**src/rtl/step_seq_pkg.sv**
```systemverilog
// Shared types and defaults for the step sequencer.
// Holds the run/halt state enum and the default index width.
package step_seq_pkg;

    localparam int W_DEFAULT = 4;

    typedef enum logic {
        RUN  = 1'b0,
        HALT = 1'b1
    } seq_state_t;

endpackage

```
**src/rtl/step_sequencer_decoder.sv**
```systemverilog
// Binary-to-one-hot decoder with an output enable.
// Output is all zero when the enable is low.
module onehot_decoder #(
    parameter int W = 4
) (
    input  logic [W-1:0]      i_idx,
    input  logic              i_en,
    output logic [2**W-1:0]   o_onehot
);

    always_comb begin
        o_onehot = '0;
        if (i_en) begin
            o_onehot[i_idx] = 1'b1;
        end
    end

endmodule

```
**src/rtl/step_sequencer.sv**
```systemverilog
// Programmable step sequencer with one-shot halt, jump and clear.
// Emits a binary step index, a gated one-hot strobe and a wrap pulse.
module step_sequencer
    import step_seq_pkg::*;
#(
    parameter int W          = W_DEFAULT,
    parameter int RESET_STEP = 0
) (
    input  logic              Clock,
    input  logic              Resetn,
    input  logic              En,
    input  logic              Clear,
    input  logic              Jump,
    input  logic [W-1:0]      JumpStep,
    input  logic [W-1:0]      Last,
    input  logic              OneShot,
    input  logic              OutEn,
    output logic [W-1:0]      Step,
    output logic [2**W-1:0]   T,
    output logic              Wrap,
    output logic              Halted
);

    localparam logic [W-1:0] L_RESET_STEP = W'(RESET_STEP);

    logic [W-1:0] r_step;
    seq_state_t   r_state;
    logic         r_wrap;
    logic         w_terminal;

    // >= also catches Last lowered below the current step mid-run
    assign w_terminal = (r_step >= Last);

    always_ff @(posedge Clock or negedge Resetn) begin
        if (!Resetn) begin
            r_step  <= L_RESET_STEP;
            r_state <= RUN;
            r_wrap  <= 1'b0;
        end else begin
            r_wrap <= 1'b0;
            if (Clear) begin
                r_step  <= L_RESET_STEP;
                r_state <= RUN;
            end else if (Jump) begin
                r_step  <= JumpStep;
                r_state <= RUN;
            end else if (En && (r_state == RUN)) begin
                if (w_terminal) begin
                    r_wrap <= 1'b1;
                    if (OneShot) begin
                        r_state <= HALT;
                    end else begin
                        r_step <= '0;
                    end
                end else begin
                    r_step <= r_step + 1'b1;
                end
            end
        end
    end

    assign Step   = r_step;
    assign Wrap   = r_wrap;
    assign Halted = (r_state == HALT);

    onehot_decoder #(
        .W (W)
    ) u_dec (
        .i_idx    (r_step),
        .i_en     (OutEn),
        .o_onehot (T)
    );

endmodule

```
**config.mk**
```make
export PLATFORM = sky130hd
export DESIGN_NAME = step_sequencer
export DESIGN_NICKNAME = d
export VERILOG_FILES = /design/src/rtl/step_seq_pkg.sv /design/src/rtl/step_sequencer_decoder.sv /design/src/rtl/step_sequencer.sv
export SDC_FILE = /design/constraint.sdc
export NUM_CORES = 1
export LEC_CHECK = 0
export ABC_AREA = 1
export BUFFER_PORTS_ARGS = -buffer_cell sky130_fd_sc_hd__clkbuf_2
export CORE_UTILIZATION = 48
export CTS_BUF_LIST = sky130_fd_sc_hd__clkbuf_2
export DETAILED_ROUTE_END_ITERATION = 16
export PLACE_DENSITY = 0.95
export SETUP_SLACK_MARGIN = 0.3
export SLEW_MARGIN = 20
export SYNTH_ARGS = -nofsm -noshare
export SYNTH_HDL_FRONTEND = slang
export SYNTH_SLANG_ARGS = --single-unit
```
**constraint.sdc**
```tcl
create_clock -name Clock -period 4.6 [get_ports Clock]
set_input_delay 0.23 -clock Clock [delete_from_list [all_inputs] [get_ports Clock]]
set_output_delay 0.23 -clock Clock [all_outputs]
set_load 0.02 [all_outputs]
```
# After elaboration in Yosys (flattened, before gate mapping)
# Cells that the tools add are included.
# word_totals
ramBits	0
output_inout_bits	22
n_memories	0
elab_cells	33
inputBits	15
latch_bits	0
register_bits	6
mem_bits_ro	0
# op_classes
shifts	0
n_mux	17
mul	0
addsub	1
reduce_logical	7
n_eq_ne	1
magnitude_cmp	3
div_mod_pow	0
bitwise_logic	1
# ops
operator	count
$mux W4	5
$mux W16	1
$mux W1	10
$reduce_bool A3 Y1	3
$lt A4 B5 Y1 const B	1
$add A4 B1 Y4 const B	1
$demux W1 S4	1
$ge A4 B1 Y1 const B	1
$ge A4 B4 Y1	1
$ne A4 B4 Y1 const B	1
$reduce_and A3 Y1	1
$logic_and A1 B1 Y1	2
$reduce_and A2 Y1	1
$not A1 Y1	1

# Logic depth before layout (Yosys ltp)
# Gate-level depths: netlist of run 1.
# depth
depth_word	5
mapped_depth	12
mapped_depth_nobuf	12

# Cells and area by module
# From an unflattened synthesis of run 1, not the netlist that was laid out.
# unflattened
hier_cells	108
area_unflattened_um2	698.2
# modules_own_cells
module	area_each_um2	instances	cells_per_inst
step_sequencer	558.0	1	75
onehot_decoder	140.1	1	33

# Worst setup path before layout of run 1
# OpenSTA, ideal clock, no wires.
# synth_path
path_kind	register to register
from	register r_step[0] (netlist: Step[0])
to	register r_step[3] (netlist: Step[3])
arrival_time_ns	1.473
stages_incl_launch_ff	10
slack_ns	3.010
setup_ns	0.117
n_path_buf	0
synth_period_minus_slack_ns	1.590
required_ns	4.483
path_cell_list	dfrtp_1 > inv_1 > ha_1 > nand4_2 > nand3_2 > nand2_2 > nand2_1 > nand2_2 > nand3_1 > nand2_1
# synth_between
elab_chain_cells	5
# synth_rtl
element	line_no	rtl
start: declaration	step_sequencer.sv:26	logic [W-1:0] r_step;
start signal: assignment	step_sequencer.sv:45	r_step <= JumpStep;
start signal: assignment	step_sequencer.sv:56	r_step <= r_step + 1'b1;
$add A4 B1 Y4 or $ge A4 B4 Y1 (tied branches)	step_sequencer.sv:56, step_sequencer.sv:32	
$mux W4	step_sequencer.sv:48	if (w_terminal) begin
$mux W4	step_sequencer.sv:47	end else if (En && (r_state == RUN)) begin
$mux W4	step_sequencer.sv:44	end else if (Jump) begin
$mux W4	step_sequencer.sv:41	if (Clear) begin
# Several ways; a longest one is shown, not always the timed one. The select of a mux whose other input is x is not followed.
# A chain may end at the register's enable or synchronous reset.

# Worst setup path after layout of run 1
# layout_path
from	register r_step[3] (netlist: Step[3])
to	register r_step[3] (netlist: Step[3])
# Same word-level chain as after synthesis.

==> results of run 1 <==
==> synth_stat cells <==
library cell,instances,area (um2)
nand2_1,31,116
nand2_2,4,25.0
inv_2,1,3.75
nor2_1,18,67.6
ha_1,8,100
o21ai_1,1,5.00
a21oi_1,2,10.0
nand3_1,5,25.0
nor2_2,1,6.26
nand4_1,4,25.0
dfrtp_1,6,150
inv_1,15,56.3
nand3_2,1,10.0
o21ai_0,3,15.0
a21oi_2,1,8.76
nand4_2,1,12.5
o21a_1,1,7.51
==> worst min-delay path: stages <==
cell and delay (ns):
clkbuf_2 0.09, nor2_2 0.06, o21a_1 0.10
==> what timing repair did <==
| action | CTS | global route |
|---|---|---|
| hold endpoints to repair | 6 | 0 |
| hold buffers | 1 | 0 |
| endpoints found under the setup margin | 0 | 0 |
| gates resized for setup | 0 | 0 |
==> per-stage QoR <==
step / power (W) / instance area (um2)
floorplan: 0.000123 / 644
global placement: 0.000147 / 842
detailed placement: 0.000151 / 842
CTS: 0.000186 / 867
global route: 0.000201 / 867
finish: 0.000189 / 867
==> how the worst max path moves through the flow <==
stage / cells past startpoint / to / start / slack, ns
after floorplan: 9 / Step[3] / Step[0] / 3.01
after global placement: 7 / Step[3] / Step[3] / 2.99
after detailed placement: 8 / Step[3] / Step[3] / 2.92
after CTS: 8 / Step[3] / Step[3] / 2.91
after global routing: 8 / Step[3] / Step[3] / 2.80
final: 6 / Step[3] / Step[3] / 2.86
==> routing by layer <==
metal	vias up	routed length (um)	part of all wire, %
met3	2	145	8.3
met2	51	863	50
met5	-	0	0
met4	0	15	0.86
met1	348	713	41
li1	406	-	-
==> layout by cell type, fill, tap and decap left out <==
cell / instances
a21oi_1: 2
nand2_1: 31
ha_1: 8
nor2_1: 18
nand3_1: 5
nand3_2: 1
dfrtp_1: 6
dlygate4sd3_1: 1
a21oi_2: 1
o21ai_1: 1
nand2_2: 4
inv_2: 1
o21a_1: 1
nor2_2: 1
nand4_2: 1
o21ai_0: 3
nand4_1: 4
clkbuf_2: 39
inv_1: 15
==> sequential cells by signal (all words and copies together) (netlist names) <==
signal / cells
Halted: 1
Step: 4
Wrap: 1
==> cell type report <==
class / count / area (um2)
Clock buffer: 3 / 15.0
Fill cell: 102 / 304
Inverter: 16 / 60.1
Multi-Input combinational cell: 81 / 434
Sequential cell: 6 / 150
Tap cell: 14 / 17.5
Timing Repair Buffer: 37 / 190
==> cell families (layout without fill, tap and decap cells) <==
logic type / Yosys count / in the layout / synth area share [%]
AOI/OAI and AO/OA: 8 / 8 / 7.18
adders and majority gates: 8 / 8 / 15.5
buffers and inverters: 16 / 56 / 9.32
DFF: 6 / 6 / 23.3
and+or+nand+nor: 65 / 65 / 44.7
==> power groups by stage <==
stage | clock, W | combinational, W | sequential [W]
2_1_floorplan | 0 | 0.0000526 | 0.0000701
3_3_place_gp | 0 | 0.0000810 | 0.0000659
3_5_place_dp | 0 | 0.0000848 | 0.0000664
4_1_cts | 0.0000350 | 0.0000858 | 0.0000655
5_1_grt | 0.0000387 | 0.0000960 | 0.0000665
6_report | 0.0000360 | 0.0000870 | 0.0000655
==> impl_metrics.tcl, run 1 <==
set metrics [dict create \
    initial_utilization_pct 55.0 \
    hold_ws_ns 0.311 \
    crit_chain "ha_1 > a21oi_2 > nand3_2 > o21ai_0 > nand3_1 > nand2_1" \
    clock_latency_ns 0.21 \
    root_buffer "clkbuf_2" \
    crit_arrival_ns 1.89 \
    worstHoldPathCells 3 \
    die_width_um 38.6 \
    yosys_warnings 0 \
    grt_setup_unrepaired "false" \
    final_cells 157 \
    synth.net_count 126 \
    min-delay-start "Clear" \
    hold_viol 0 \
    placed_cells 153 \
    gp_congestion 0.786 \
    wl_per_cell_um 11.1 \
    die_y_um 38.6 \
    yosys_register_bits 6 \
    fin_ws_ns 2.86 \
    first_global_vias 679 \
    ir_drop_mv 0.141 \
    h-tree-depth 1 \
    critPathLaunchType "flip-flop" \
    drc 0 \
    slew_viol_final 0 \
    yosys.cell_types.count 17 \
    grtUsageTotal_pct 24.4 \
    syn_inst 103 \
    grt_pass1_wl_um 2590 \
    dpl.hpwl_um 1440 \
    pwr_density_cell_mw_per_mm2 217 \
    combPwrFrac_pct 46.2 \
    p_sw_w 0.0000832 \
    slew_headroom_pct 80.6 \
    wirelength_um 1740 \
    port_buffers 36 \
    area_growth_pct 34.6 \
    postSynthAreaPerCell_um2 6.26 \
    use_met3_pct 4.05 \
    clockBufferDepth 2 \
    grtUsageMet2_pct 47.5 \
    gr-usage-met1_pct 26.9 \
    rr_worst_depth 6 \
    leakagePower_nw 0.543 \
    drt_iter0_drc 41 \
    overflow 0 \
    cts_made_buffers 3 \
    hold_end "Halted" \
    fin_util_pct 74.0 \
    clock_sinks 6 \
    cpLargestDelayFamily "compound AO/OA/AOI/OAI gates" \
    fin_crit_sh_pct 37.8 \
    final_antenna_net_count 0 \
    swShare_pct 44.1 \
    finalSetupViolations 0 \
    slowest_stage "dfrtp_1" \
    fin_nets 168 \
    finalCriticalPeriod_ns 1.74 \
    grt_max_degree 10 \
    r2r_end "Step[3]" \
    dr.pass1.iters 4 \
    rrSetupSlack_ns 2.86 \
    p_seq_share_pct 34.7 \
    path_class "flip-flop to flip-flop" \
    antenna_found_initial 0 \
    status "completed" \
    synth_area_um2 644 \
    critPathMaxStageDelay_ns 0.46 \
    post_cts_buffers 0 \
    finClkSkew_ns 0.000333 \
    synth_seq_area_share_pct 23.3 \
    min_path_type "input port to flip-flop" \
    critPathRequiredTime_ns 4.75 \
    ioPinCount 37 \
    pre_cts_slack_ns 2.92 \
    finalSetupTns_ns 0 \
    core_mm2 0.00117 \
    num_rows 12 \
    tightest_slew_ns 0.290 \
    r2r-start "Step[3]" \
    vias_per_cell 5.14 \
    vias 807 \
    maxCapViolCount 0 \
    critPathMaxFanout 7 \
    n_antenna_cell 0 \
    grt.busiest_layer "met2" \
    clockPowerShare_pct 19.1 \
    drive_above_1_share_pct 33.6 \
    cts_tree "done" \
    dieArea_mm2 0.00149 \
    end_kind "flip-flop" \
    intPower_w 0.000105 \
    worst-path-buf-inv 0 \
    fmax_mhz 575 \
    clk_pin_slew_ns 0.06 \
]
No activity file was read; power rests on OpenSTA's default activity.
==> run 2: changes to the inputs <==
--- a/config.mk
+++ b/config.mk
@@ -7,10 +7,10 @@
 export LEC_CHECK = 0
 export ABC_AREA = 1
 export BUFFER_PORTS_ARGS = -buffer_cell sky130_fd_sc_hd__clkbuf_2
-export CORE_UTILIZATION = 48
+export CORE_UTILIZATION = 40
 export CTS_BUF_LIST = sky130_fd_sc_hd__clkbuf_2
 export DETAILED_ROUTE_END_ITERATION = 16
-export PLACE_DENSITY = 0.95
+export PLACE_DENSITY = 0.88
 export SETUP_SLACK_MARGIN = 0.3
 export SLEW_MARGIN = 20
 export SYNTH_ARGS = -nofsm -noshare
==> constraint.sdc (replaced) <==
create_clock -name Clock -period 1.5 [get_ports Clock]
set_input_delay 0.075 -clock Clock [delete_from_list [all_inputs] [get_ports Clock]]
set_output_delay 0.075 -clock Clock [all_outputs]
set_load 0.02 [all_outputs]
==> run 2 against run 1 <==
First-iteration DRC count grew 27%. Routed wire length grew 70%. Critical path depth grew 1. The flow now finishes with violations (setup timing). Core utilization grew 16 points. Global-route usage grew 0.29 points. Combinational power grew to 6.7 times the previous value. Setup slack lost 2.9 ns. Critical path type unchanged. Die area grew 19%. Design area grew 57%. Sequential cell count is the same.
==> impl_metrics.tcl, run 2 (same netlist as run 1, synthesis figures left out) <==
set metrics [dict create \
    hold_ws_ns 0.168 \
    dpl.hpwl_um 1440 \
    fin_crit_sh_pct 104 \
    final_antenna_net_count 0 \
    gp_congestion 0.828 \
    clk_pin_slew_ns 0.05 \
    tightest_slew_ns 0.300 \
    ir_drop_mv 0.388 \
    grt_setup_unrepaired "true" \
    crit_arrival_ns 1.65 \
    end_kind "flip-flop" \
    layout_commonest_cell "clkbuf_2" \
    drc 0 \
    cts_tree "done" \
    slew_viol_final 0 \
    fin_nets 182 \
    path_class "flip-flop to flip-flop" \
    pwr_density_cell_mw_per_mm2 665 \
    antenna_found_initial 0 \
    fin_area_mm2 0.00136 \
    fillers 58 \
    ioPinCount 37 \
    hold_viol 0 \
    leakagePower_nw 0.677 \
    rrSetupSlack_ns -0.06 \
    r2r_end "Step[1]" \
    die_width_um 42.1 \
    pre_cts_slack_ns 0.0198 \
    critPathLaunchType "flip-flop" \
    grt_pass1_wl_um 3460 \
    finClkSkew_ns 0.0195 \
    die_y_um 42.1 \
    maxCapViolCount 0 \
    largest_reg_flops 4 \
    min_path_type "input port to flip-flop" \
    critPathMaxStageDelay_ns 0.44 \
    first_global_vias 808 \
    initial_utilization_pct 42.8 \
    grtUsageTotal_pct 24.7 \
    slew_headroom_pct 80.0 \
    grt_max_degree 9 \
    violations "setup timing" \
    worst-path-buf-inv 0 \
    status "finished with violations" \
    crit_chain "ha_4 > a21oi_4 > nand3_4 > nand3_1 > nand2_2 > nand2_1 > nand2_1" \
    dpl_cell_area_um2 910 \
    finalSetupTns_ns -0.144 \
    drt_iter0_drc 52 \
    clock_latency_ns 0.23 \
    dr.pass1.iters 4 \
    core_mm2 0.00151 \
    hold_end "Halted" \
    cts_made_buffers 3 \
    rr_worst_depth 7 \
    num_rows 14 \
    cpLargestDelayFamily "simple AND/OR/NAND/NOR gates" \
    min-delay-start "Clear" \
    vias_per_cell 5.71 \
    wirelength_um 2950 \
    area_growth_pct 111 \
    fmax_mhz 639 \
    crit_start "Step[3]" \
    overflow 0 \
    worstHoldPathCells 3 \
    n_antenna_cell 0 \
    drive_above_1_share_pct 64.3 \
    final_cell_mix "clkbuf_2 (22), nand2_1 (19), buf_4 (17), buf_6 (12), inv_1 (11)" \
    clock_sinks 6 \
    vias 987 \
    finalCriticalPeriod_ns 1.56 \
    critPathMaxFanout 5 \
    h-tree-depth 1 \
    clockBufferDepth 2 \
    r2r-start "Step[3]" \
    dieArea_mm2 0.00178 \
    root_buffer "clkbuf_2" \
    finalSetupViolations 8 \
    cpMostUsedCell "nand2_1" \
    port_buffers 36 \
    slowest_stage "dfrtp_2" \
    fin_ws_ns -0.0640 \
    critPathRequiredTime_ns 1.59 \
    wl_per_cell_um 17.0 \
]
run 2: cell types whose count changed in the layout (fill, tap and decap cells not counted), moves of 4 or more:
| cell | previous run | this run |
|---|---|---|
| nor2_4 | 0 | 8 |
| clkbuf_2 | 39 | 22 |
| buf_4 | 0 | 17 |
| dfrtp_1 | 6 | 2 |
| inv_1 | 15 | 11 |
| nor2_1 | 18 | 9 |
| nand2_1 | 31 | 19 |
| buf_6 | 0 | 12 |
| ha_1 | 8 | 0 |
| dfrtp_2 | 0 | 4 |
| nand2_4 | 0 | 8 |
| ha_4 | 0 | 7 |
run 2: area by class of cell:
class                   count  area, um2  share of cell area (%)
flip-flops and latches      6        155                    11.4
multi-input cells          81        717                    52.8
inverters                  16       72.6                    5.35
well taps                  16       20.0                    1.47
repair buffers             51        378                    27.8
clock buffers               3       15.0                    1.11
run 2: per-stage QoR:
stage	cells	utilization (%)	total power, W
2_1_floorplan	103	-	0.000394
3_3_place_gp	158	60.4	0.000486
3_5_place_dp	158	60.4	0.000498
4_1_cts	167	71.0	0.000690
5_1_grt	173	90.1	0.000950
6_report	173	90.1	0.000902
run 2: worst max-delay path by stage:
stage | depth (start not counted) | to | slack, ns
final | 7 | Step[1] | -0.06
after floorplan | 10 | Step[3] | 0.08
after detailed placement | 9 | Step[3] | 0.02
after global routing | 11 | Step[0] | -0.11
after global placement | 10 | Step[3] | 0.08
after CTS | 10 | Step[1] | 0.03
run 2: report_power, final:
group | switching (W) | internal (W)
Combinational | 0.000327 | 0.000257
Sequential | 0.0000240 | 0.000177
Clock | 0.0000622 | 0.0000543
run 2: layer usage:
layer	vias up	track usage (%)	share of wire, %	wire length [um]
met1	463	30.6	37	1080
met5	-	0	0	0
met2	78	41.3	51	1510
met4	0	10.0	3.5	102
li1	432	-	-	-
met3	14	5.60	8.5	249
run 2: what timing repair did:
| item | in CTS | in global routing |
|---|---|---|
| hold endpoints to repair | 6 | 0 |
| endpoints found under the setup margin | 22 | 23 |
| pin swaps | 15 | 15 |
| hold buffers | 1 | 0 |
| resized for setup | 30 | 78 |
| setup buffers | 5 | 6 |
run 2: worst min-delay path: cells and delay by family:
kind | cells | cell delay (ns)
AO/OA/AOI/OAI | 1 | 0.10
AND/OR/NAND/NOR | 1 | 0.07
buffers and inverters | 1 | 0.10
